--- src/rtl/dcache_pkg.sv ---
`default_nettype none
// ============================================================================
// Module      : dcache_pkg
// Description : Shared geometry, FSM state encoding and the line-address
//               helper for the data-cache sequencer.
//               Geometry:
//                 LINE_LENGTH  cache line length in bytes
//                 NLINES       number of direct-mapped lines
//                 PA           physical address width
//                 NNIB         nibbles per line burst (two per byte)
// Revision    : 1.0  initial release
// ============================================================================
package dcache_pkg;

  localparam int LINE_LENGTH = 4;
  localparam int NLINES      = 4;
  localparam int PA          = 22;

  localparam int NNIB      = LINE_LENGTH * 2;
  localparam int OFFS_BITS = $clog2(LINE_LENGTH);
  localparam int IDX_BITS  = $clog2(NLINES);
  localparam int TAG_BITS  = PA - OFFS_BITS;
  localparam int CNT_BITS  = $clog2(NNIB);

  typedef enum logic [3:0] {
    S_IDLE      = 4'd0,
    S_LOOKUP    = 4'd1,
    S_PUSH_REQ  = 4'd2,
    S_PUSH_XFER = 4'd3,
    S_PULL_REQ  = 4'd4,
    S_PULL_XFER = 4'd5,
    S_DONE      = 4'd6,
    S_FL_SCAN   = 4'd7,
    S_FL_REQ    = 4'd8,
    S_FL_XFER   = 4'd9,
    S_FL_CLR    = 4'd10
  } state_t;

  // Byte address of the first byte of the line named by a line tag.
  function automatic logic [PA-1:0] line_addr(input logic [TAG_BITS-1:0] tag);
    return {tag, {OFFS_BITS{1'b0}}};
  endfunction

endpackage
`default_nettype wire

--- src/rtl/dcache_ctrl.sv ---
`default_nettype none
// ============================================================================
// Module      : dcache_ctrl
// Description : Sequencer for the write-back data cache and its 4-bit
//               line-transfer bus. Runs one CPU access at a time: lookup,
//               optional dirty-line push burst, line pull burst, re-lookup,
//               completion. Also runs a whole-cache flush (push every dirty
//               line, then invalidate all).
// Ports       : clk, reset              clock, synchronous active-high reset
//               cpu_*                   CPU request / ack handshake
//               flush_req, flush_done   whole-cache flush handshake
//               dc_*                    control/status to and from the cache
//               mem_*                   burst request and nibble timing
// Revision    : 1.0  initial release
// ============================================================================
module dcache_ctrl
  import dcache_pkg::*;
(
  input  logic                clk,
  input  logic                reset,
  input  logic                cpu_req,
  input  logic [PA-1:0]       cpu_addr,
  input  logic                cpu_write,
  input  logic                cpu_byte,
  input  logic                cpu_fault,
  output logic                cpu_ack,
  input  logic                flush_req,
  output logic                flush_done,
  output logic [PA-1:0]       dc_paddr,
  output logic                dc_write,
  output logic                dc_fault,
  output logic                dc_flush_write,
  output logic                dc_flush_all,
  output logic                dc_wstrobe,
  output logic                dc_rstrobe,
  input  logic                dc_hit,
  input  logic                dc_push,
  input  logic                dc_pull,
  input  logic [TAG_BITS-1:0] dc_tag,
  output logic                mem_req,
  output logic                mem_wr,
  output logic [PA-1:0]       mem_addr,
  input  logic                mem_gnt,
  input  logic                mem_nib
);

  state_t              r_state;
  logic [PA-1:0]       r_addr;
  logic [PA-1:0]       r_mem_addr;
  logic                r_write;
  logic                r_fault;
  logic [CNT_BITS-1:0] r_cnt;
  logic [IDX_BITS-1:0] r_idx;

  logic                w_last_nib;
  logic                w_in_flush;
  logic [PA-1:0]       w_idx_addr;

  // Byte/word select and the pull request are consumed by the cache itself;
  // the sequence of states does not depend on them (a lookup that neither
  // hits nor needs a push is by definition a pull).
  logic                w_unused_inputs;
  assign w_unused_inputs = cpu_byte ^ dc_pull;

  assign w_last_nib = mem_nib && (r_cnt == CNT_BITS'(NNIB - 1));
  assign w_idx_addr = {{(PA - IDX_BITS - OFFS_BITS){1'b0}}, r_idx, {OFFS_BITS{1'b0}}};

  always_ff @(posedge clk) begin
    if (reset) begin
      r_state    <= S_IDLE;
      r_addr     <= '0;
      r_mem_addr <= '0;
      r_write    <= 1'b0;
      r_fault    <= 1'b0;
      r_cnt      <= '0;
      r_idx      <= '0;
    end else begin
      case (r_state)
        S_IDLE: begin
          if (flush_req) begin
            r_idx   <= '0;
            r_state <= S_FL_SCAN;
          end else if (cpu_req) begin
            r_addr  <= cpu_addr;
            r_write <= cpu_write;
            r_fault <= cpu_fault;
            r_state <= cpu_fault ? S_DONE : S_LOOKUP;
          end
        end
        S_LOOKUP: begin
          if (dc_hit) begin
            r_state <= S_DONE;
          end else if (dc_push) begin
            r_mem_addr <= line_addr(dc_tag);
            r_state    <= S_PUSH_REQ;
          end else begin
            r_mem_addr <= line_addr(dc_tag);
            r_state    <= S_PULL_REQ;
          end
        end
        S_PUSH_REQ: if (mem_gnt) begin r_cnt <= '0; r_state <= S_PUSH_XFER; end
        S_PULL_REQ: if (mem_gnt) begin r_cnt <= '0; r_state <= S_PULL_XFER; end
        S_FL_REQ:   if (mem_gnt) begin r_cnt <= '0; r_state <= S_FL_XFER;   end
        // The counter wraps to zero on the last nibble of a burst.
        S_PUSH_XFER: if (mem_nib) begin
          r_cnt <= r_cnt + 1'b1;
          if (w_last_nib) r_state <= S_LOOKUP;
        end
        S_PULL_XFER: if (mem_nib) begin
          r_cnt <= r_cnt + 1'b1;
          if (w_last_nib) r_state <= S_LOOKUP;
        end
        // After a flush push, rescan the same index: the line is now clean.
        S_FL_XFER: if (mem_nib) begin
          r_cnt <= r_cnt + 1'b1;
          if (w_last_nib) r_state <= S_FL_SCAN;
        end
        S_DONE: begin
          r_fault <= 1'b0;
          r_state <= S_IDLE;
        end
        S_FL_SCAN: begin
          if (dc_push) begin
            r_mem_addr <= line_addr(dc_tag);
            r_state    <= S_FL_REQ;
          end else if (r_idx == IDX_BITS'(NLINES - 1)) begin
            r_state <= S_FL_CLR;
          end else begin
            r_idx <= r_idx + 1'b1;
          end
        end
        S_FL_CLR: begin
          r_idx   <= '0;
          r_state <= S_IDLE;
        end
        default: r_state <= S_IDLE;
      endcase
    end
  end

  // During the whole flush the cache is addressed by line index so that it
  // knows which line to drain; otherwise by the latched CPU address.
  assign w_in_flush = (r_state == S_FL_SCAN) || (r_state == S_FL_REQ) ||
                      (r_state == S_FL_XFER) || (r_state == S_FL_CLR);

  assign dc_paddr       = w_in_flush ? w_idx_addr : r_addr;
  assign cpu_ack        = (r_state == S_DONE);
  assign dc_fault       = (r_state == S_DONE) && r_fault;
  assign flush_done     = (r_state == S_FL_CLR);
  assign dc_flush_all   = (r_state == S_FL_CLR);
  assign dc_flush_write = (r_state == S_FL_SCAN);
  assign dc_write       = (r_state == S_LOOKUP) && dc_hit && r_write;
  assign mem_req        = (r_state == S_PUSH_REQ) || (r_state == S_PULL_REQ) ||
                          (r_state == S_FL_REQ);
  assign mem_wr         = (r_state == S_PUSH_REQ) || (r_state == S_PUSH_XFER) ||
                          (r_state == S_FL_REQ)   || (r_state == S_FL_XFER);
  assign mem_addr       = r_mem_addr;
  // Nibble strobes follow mem_nib in the same cycle.
  assign dc_rstrobe     = ((r_state == S_PUSH_XFER) || (r_state == S_FL_XFER)) && mem_nib;
  assign dc_wstrobe     = (r_state == S_PULL_XFER) && mem_nib;

endmodule
`default_nettype wire

--- config.mk ---
export PLATFORM = sky130hd
export DESIGN_NAME = dcache_ctrl
export DESIGN_NICKNAME = d
export VERILOG_FILES = /design/src/rtl/dcache_pkg.sv /design/src/rtl/dcache_ctrl.sv
export SDC_FILE = /design/constraint.sdc
export NUM_CORES = 1
export LEC_CHECK = 0
export CORE_MARGIN = 2
export CORE_UTILIZATION = 39
export DETAILED_ROUTE_END_ITERATION = 12
export PLACE_DENSITY = 0.77
export SETUP_SLACK_MARGIN = 0.5
export SLEW_MARGIN = 30
export SYNTH_ARGS = -nofsm -noshare
export SYNTH_HDL_FRONTEND = slang
export SYNTH_SLANG_ARGS = --single-unit
--- constraint.sdc ---
create_clock -name clk -period 1.43 [get_ports clk]
set_input_delay 0.143 -clock clk [delete_from_list [all_inputs] [get_ports clk]]
set_output_delay 0.143 -clock clk [all_outputs]
set_load 0.05 [all_outputs]
-- Word level (Yosys, flattened, before mapping)
Index checks and enable logic that the tools add are counted.
- bits in registers: 55
- input bits: 54
- output and inout bits: 54
- word-level logic and storage cells: 98
- add/subtract/negate cells: 2
- eq/ne operators: 30
- muxes and demuxes: 29
- bitwise logic cells: 1
- reductions and logical operators: 29
- operators by type and width (cell ; number):
    $mux 22 ; 3
    $mux 4 ; 11
    $pmux 22 s2 ; 1
    $pmux 4 s8 ; 1
    $ne 2x2->1 const B ; 11
    $eq 4x3->1 const B ; 4
    $mux 3 ; 5
    $eq 4x4->1 const B ; 3
    $reduce_and 3->1 ; 4
    $ne 2x1->1 const B ; 5
    $logic_or 1x1->1 ; 9
    $reduce_and 9->1 ; 1
    $eq 4x2->1 const B ; 2
    $logic_and 1x1->1 ; 6
    $mux 2 ; 3
    $pmux 2 s3 ; 1
    $pmux 3 s2 ; 1
    $reduce_bool 2->1 ; 3
    $reduce_or 3->1 ; 2
    $eq 4x1->1 const B ; 1
    $logic_not 4->1 ; 1
    $reduce_and 4->1 ; 1
    $add 3x1->3 const B ; 1
    $eq 3x3->1 const B ; 1
    other kinds (9) ; 10

-- Longest topological paths before layout
- word-level depth: 5
- depth in mapped cells: 8
- depth with buffers taken out: 7

-- Worst setup path after synthesis
Ideal clock, no wire load.
- path type: register to output
- from: register r_state[2]
- to: output dc_fault
- arrival: 2451 ps
- data required time: 1287 ps
- slack: -1164 ps
- stages on the path, launching flop included: 6
- cells stage by stage: dfxtp_1 buf_4 buf_2 nand2_1 nor3_1 and2_1
- longest elaborated chain between the ends: 2
- ends and longest elaborated chain (what ; RTL line ; source):
    from (decl) ; dcache_ctrl.sv:47 ; state_t r_state;
    from (signal assigned) ; dcache_ctrl.sv:87 ; r_state <= cpu_fault ? S_DONE : S_LOOKUP;
    $eq 4x3->1 ; n/a ;
    named net cpu_ack ; dcache_ctrl.sv:26 ; output logic cpu_ack,
    $logic_and 1x1->1 ; dcache_ctrl.sv:148 ; assign dc_fault = (r_state == S_DONE) && r_fault;
    to (decl) ; dcache_ctrl.sv:31 ; output logic dc_fault,
The timed path passes the listed nets, and every way through them passes these cells.

-- Final worst setup path
- from: register r_state[2]
- to: register r_mem_addr[7], in the netlist mem_addr[7]
- longest elaborated chain between the ends: 3
- elaborated cells on any way between the ends: 7
- ends and longest elaborated chain (what ; RTL line ; source):
    $eq 4x1->1 / $eq 4x3->1 (equally long branches) ; dcache_ctrl.sv:78 ; case (r_state)
    $ne 2x2->1 (no line) (tied with other cells) ; n/a ;
    $reduce_and 3->1 (no line) ; n/a ;
    to (signal assigned) ; dcache_ctrl.sv:94 ; r_mem_addr <= line_addr(dc_tag);
    to (signal assigned) ; dcache_ctrl.sv:97 ; r_mem_addr <= line_addr(dc_tag);
    to (signal assigned) ; dcache_ctrl.sv:124 ; r_mem_addr <= line_addr(dc_tag);
    to (decl) ; dcache_ctrl.sv:49 ; logic [PA-1:0] r_mem_addr;
Several ways; a longest one is shown, not always the timed one.
A chain may end at the register's enable or synchronous reset.

==> impl_metrics.yaml <==
status:
  status: "finished, violations left"
  violations: "negative setup slack"
floorplan:
  die_area_um2: 7400
  start_util_pct: 40.8
  core_um2: 6420
  die_x_um: 86
  die_h_um: 86
  io_pins: 108
  row_count: 29
synthesis:
  syn_inst: 304
  async_flop_share_pct: 0
  synthXorXnorAreaFrac_pct: 0.668
  synth_seq_cells: 53
  ys.flop_type: "dfxtp_1"
  yosys_warnings: 0
  synth_top_area_cell: "dfxtp_1"
  yosys.area_share.simple_pct: 25.3
  synthTopCellsByArea: "dfxtp_1, mux2i_1, nand2_1, a21oi_2, and2_1"
  synth_compound_area_share_pct: 14.9
  synth_top_cells_by_count: "dfxtp_1, nand2_1, nor2_1"
  muxShareOfSynthArea_pct: 9.30
  netlist.area_leader.share_pct: 40.5
  synth_top_family_by_area: "simple AND/OR/NAND/NOR gates"
  yosysUniqueCellTypes: 46
  synth_sequential_area_ratio_pct: 40.5
  syn_avg_cell_area_um2: 8.63
  netlist_area_um2: 2620
  synth_fa_ha_area_share_pct: 1.43
  synth_edf_count: 0
timing:
  rsz0062_at_grt: "yes"
  period_minus_slack_ns: 1.85
  skew_ns: 0.0171
  timing.hold.ws_ns: 0.202
  fmax_mhz: 540
  setup_slack_ns: -0.423
  setup_tns_ns: -24.35
  drv_slew: 0
  hold_viol: 0
  setup_violations: 85
  post-route-period-util_pct: 130
critical_path:
  end_kind: "flop"
  ff2ff_setup_slack_ns: -0.42
  r2r_start: "r_state[2]"
  rr_endpoint: "mem_addr[7]"
  path_class: "flop to flop"
  arrival_ns: 2.05
  start_kind: "flop"
  worstPathRequired_ns: 1.62
  r2r_cells: 9
  critPathLaunch: "r_state[2]"
  cp_max_fo: 10
drt:
  vias_per_cell: 5.52
  drc: 0
  num_vias: 3064
  detail-route-antenna-nets: 0
  wl_per_cell_um: 21.3
  first_iter_violations: 177
  routed_wl_um: 11800
  first_pass_iters: 5
power_and_ir_drop:
  p_leak_nw: 2.39
  power_density_nw_per_um2: 1480
  total_power_w: 0.00845
  vdd_drop_max_v: 0.000749
min_path:
  worstHoldStart: "reset"
  whs_endpoint: "r_write"
  hp-class: "input port to flop"
  hold_depth: 2
placement:
  dp_cells: 500
  placed_cell_area_um2: 4440
  gp_congestion: 0.865
  port-buffer-count: 103
  post-dp-hpwl_um: 5350
global_routing:
  globalRouteTotalUtil_pct: 26.2
  grt_max_degree: 30
  overflow: 0
  grt_pass1_wl_um: 15200
  antenna_found_initial: 0
  grt_pass1_vias: 3004
job:
  cap_violations: 0
finish:
  area_delta_synth_final_pct: 118
  nets: 534
  n_antenna_cell: 0
  layout-drive-gt1-share_pct: 64.4
  fin_area_um2: 5710
  finalNonFillerCells: 555
cts:
  cts_tree: "yes"
  cts_max_level: 2
  cts_root_buf: "clkbuf_8"
  ctsLongestPathBuffers: 2
  clk_latency_ns: 0.32
  clock-sinks: 53
  clkTransAtPathRegs_ns: 0.12
  numCtsBuffers: 5
  hold_buffers: 0
[flip-flops by register name, indices dropped and copies added, names as in the netlist]
register	count
r_write	1
r_state	4
r_fault	1
r_idx	2
r_cnt	3
mem_addr	20
r_addr	22
[cell type report]
type / instances / area [µm²]
Clock buffer: 5 / 68.8
Clock inverter: 3 / 26.3
Fill cell: 253 / 711
Inverter: 6 / 27.5
Multi-Input combinational cell: 220 / 1990
Sequential cell: 53 / 1100
Tap cell: 77 / 96.3
Timing Repair Buffer: 191 / 2400
[per-layer routing]
layer  global-route usage [%]  share of wire (%)
met1                     29.8                 34
met2                     48.2                 54
met3                     7.12                7.7
met4                     6.49                4.2
met5                        0                  0
[critical path, stage by stage, from the launching register on]
cell and delay, ns:
dfxtp_4 0.44, buf_6 0.17, buf_6 0.12, buf_6 0.10
a31oi_4 0.10, nor2_4 0.14, buf_4 0.13, buf_12 0.14
mux2i_1 0.28, nor2_1 0.10
[cell usage in the layout (no fill, tap or decap), drive strengths merged, types with 2 or more instances in the layout]
cell           instances
clkdlybuf4s50         50
a21oi                 30
and2                  21
dfxtp                 53
a31oi                  3
o311a                  2
inv                    7
nor4                   2
o21ai                  6
nand2                 60
conb                   2
ha                     3
nor2                  34
mux2                   3
nand3                  3
clkbuf                 7
nor2b                  2
and3                   3
mux2i                 21
clkinvlp               2
nand2b                 3
nor3                   8
buf                  139
a22o                   2
[worst max path at each step]
stage	to	slack [ns]	depth (start not counted)
2_1_floorplan	dc_fault	-0.21	5
6_report	mem_addr[7]	-0.42	9
3_3_place_gp	mem_addr[17]	-0.11	7
4_1_cts	dc_paddr[3]	-0.32	6
5_1_grt	mem_addr[3]	-0.48	10
3_5_place_dp	mem_addr[18]	-0.18	7
[logic make-up after synthesis]
group | after synthesis
AO/OA/AOI/OAI | 51
XOR/XNOR | 2
adder cells (fa/ha/maj) | 3
buffers and inverters | 32
flip-flops | 53
multiplexers | 24
other | 1
AND/OR/NAND/NOR | 138
[power by group]
part | switching (W) | leakage (nW) | internal (W)
combinational | 0.00275 | 1.91 | 0.00286
sequential | 0.000224 | 0.443 | 0.00170
clock | 0.000572 | 0.0423 | 0.000358
[stage by stage]
stage / util [%] / worst slack (ns)
floorplan: - / -0.209
global placement: 69.2 / -0.112
detailed placement: 69.2 / -0.178
CTS: 82.5 / -0.321
global route: 88.9 / -0.477
finish: 88.9 / -0.423
[what timing repair did]
item | 4_1_cts | 5_1_grt
buffers inserted | 27 | 16
pin swaps | 22 | 17
cloned | 4 | 0
resized for setup | 128 | 64
setup endpoints to repair | 105 | 105
Power figures use the tool's default switching activity.
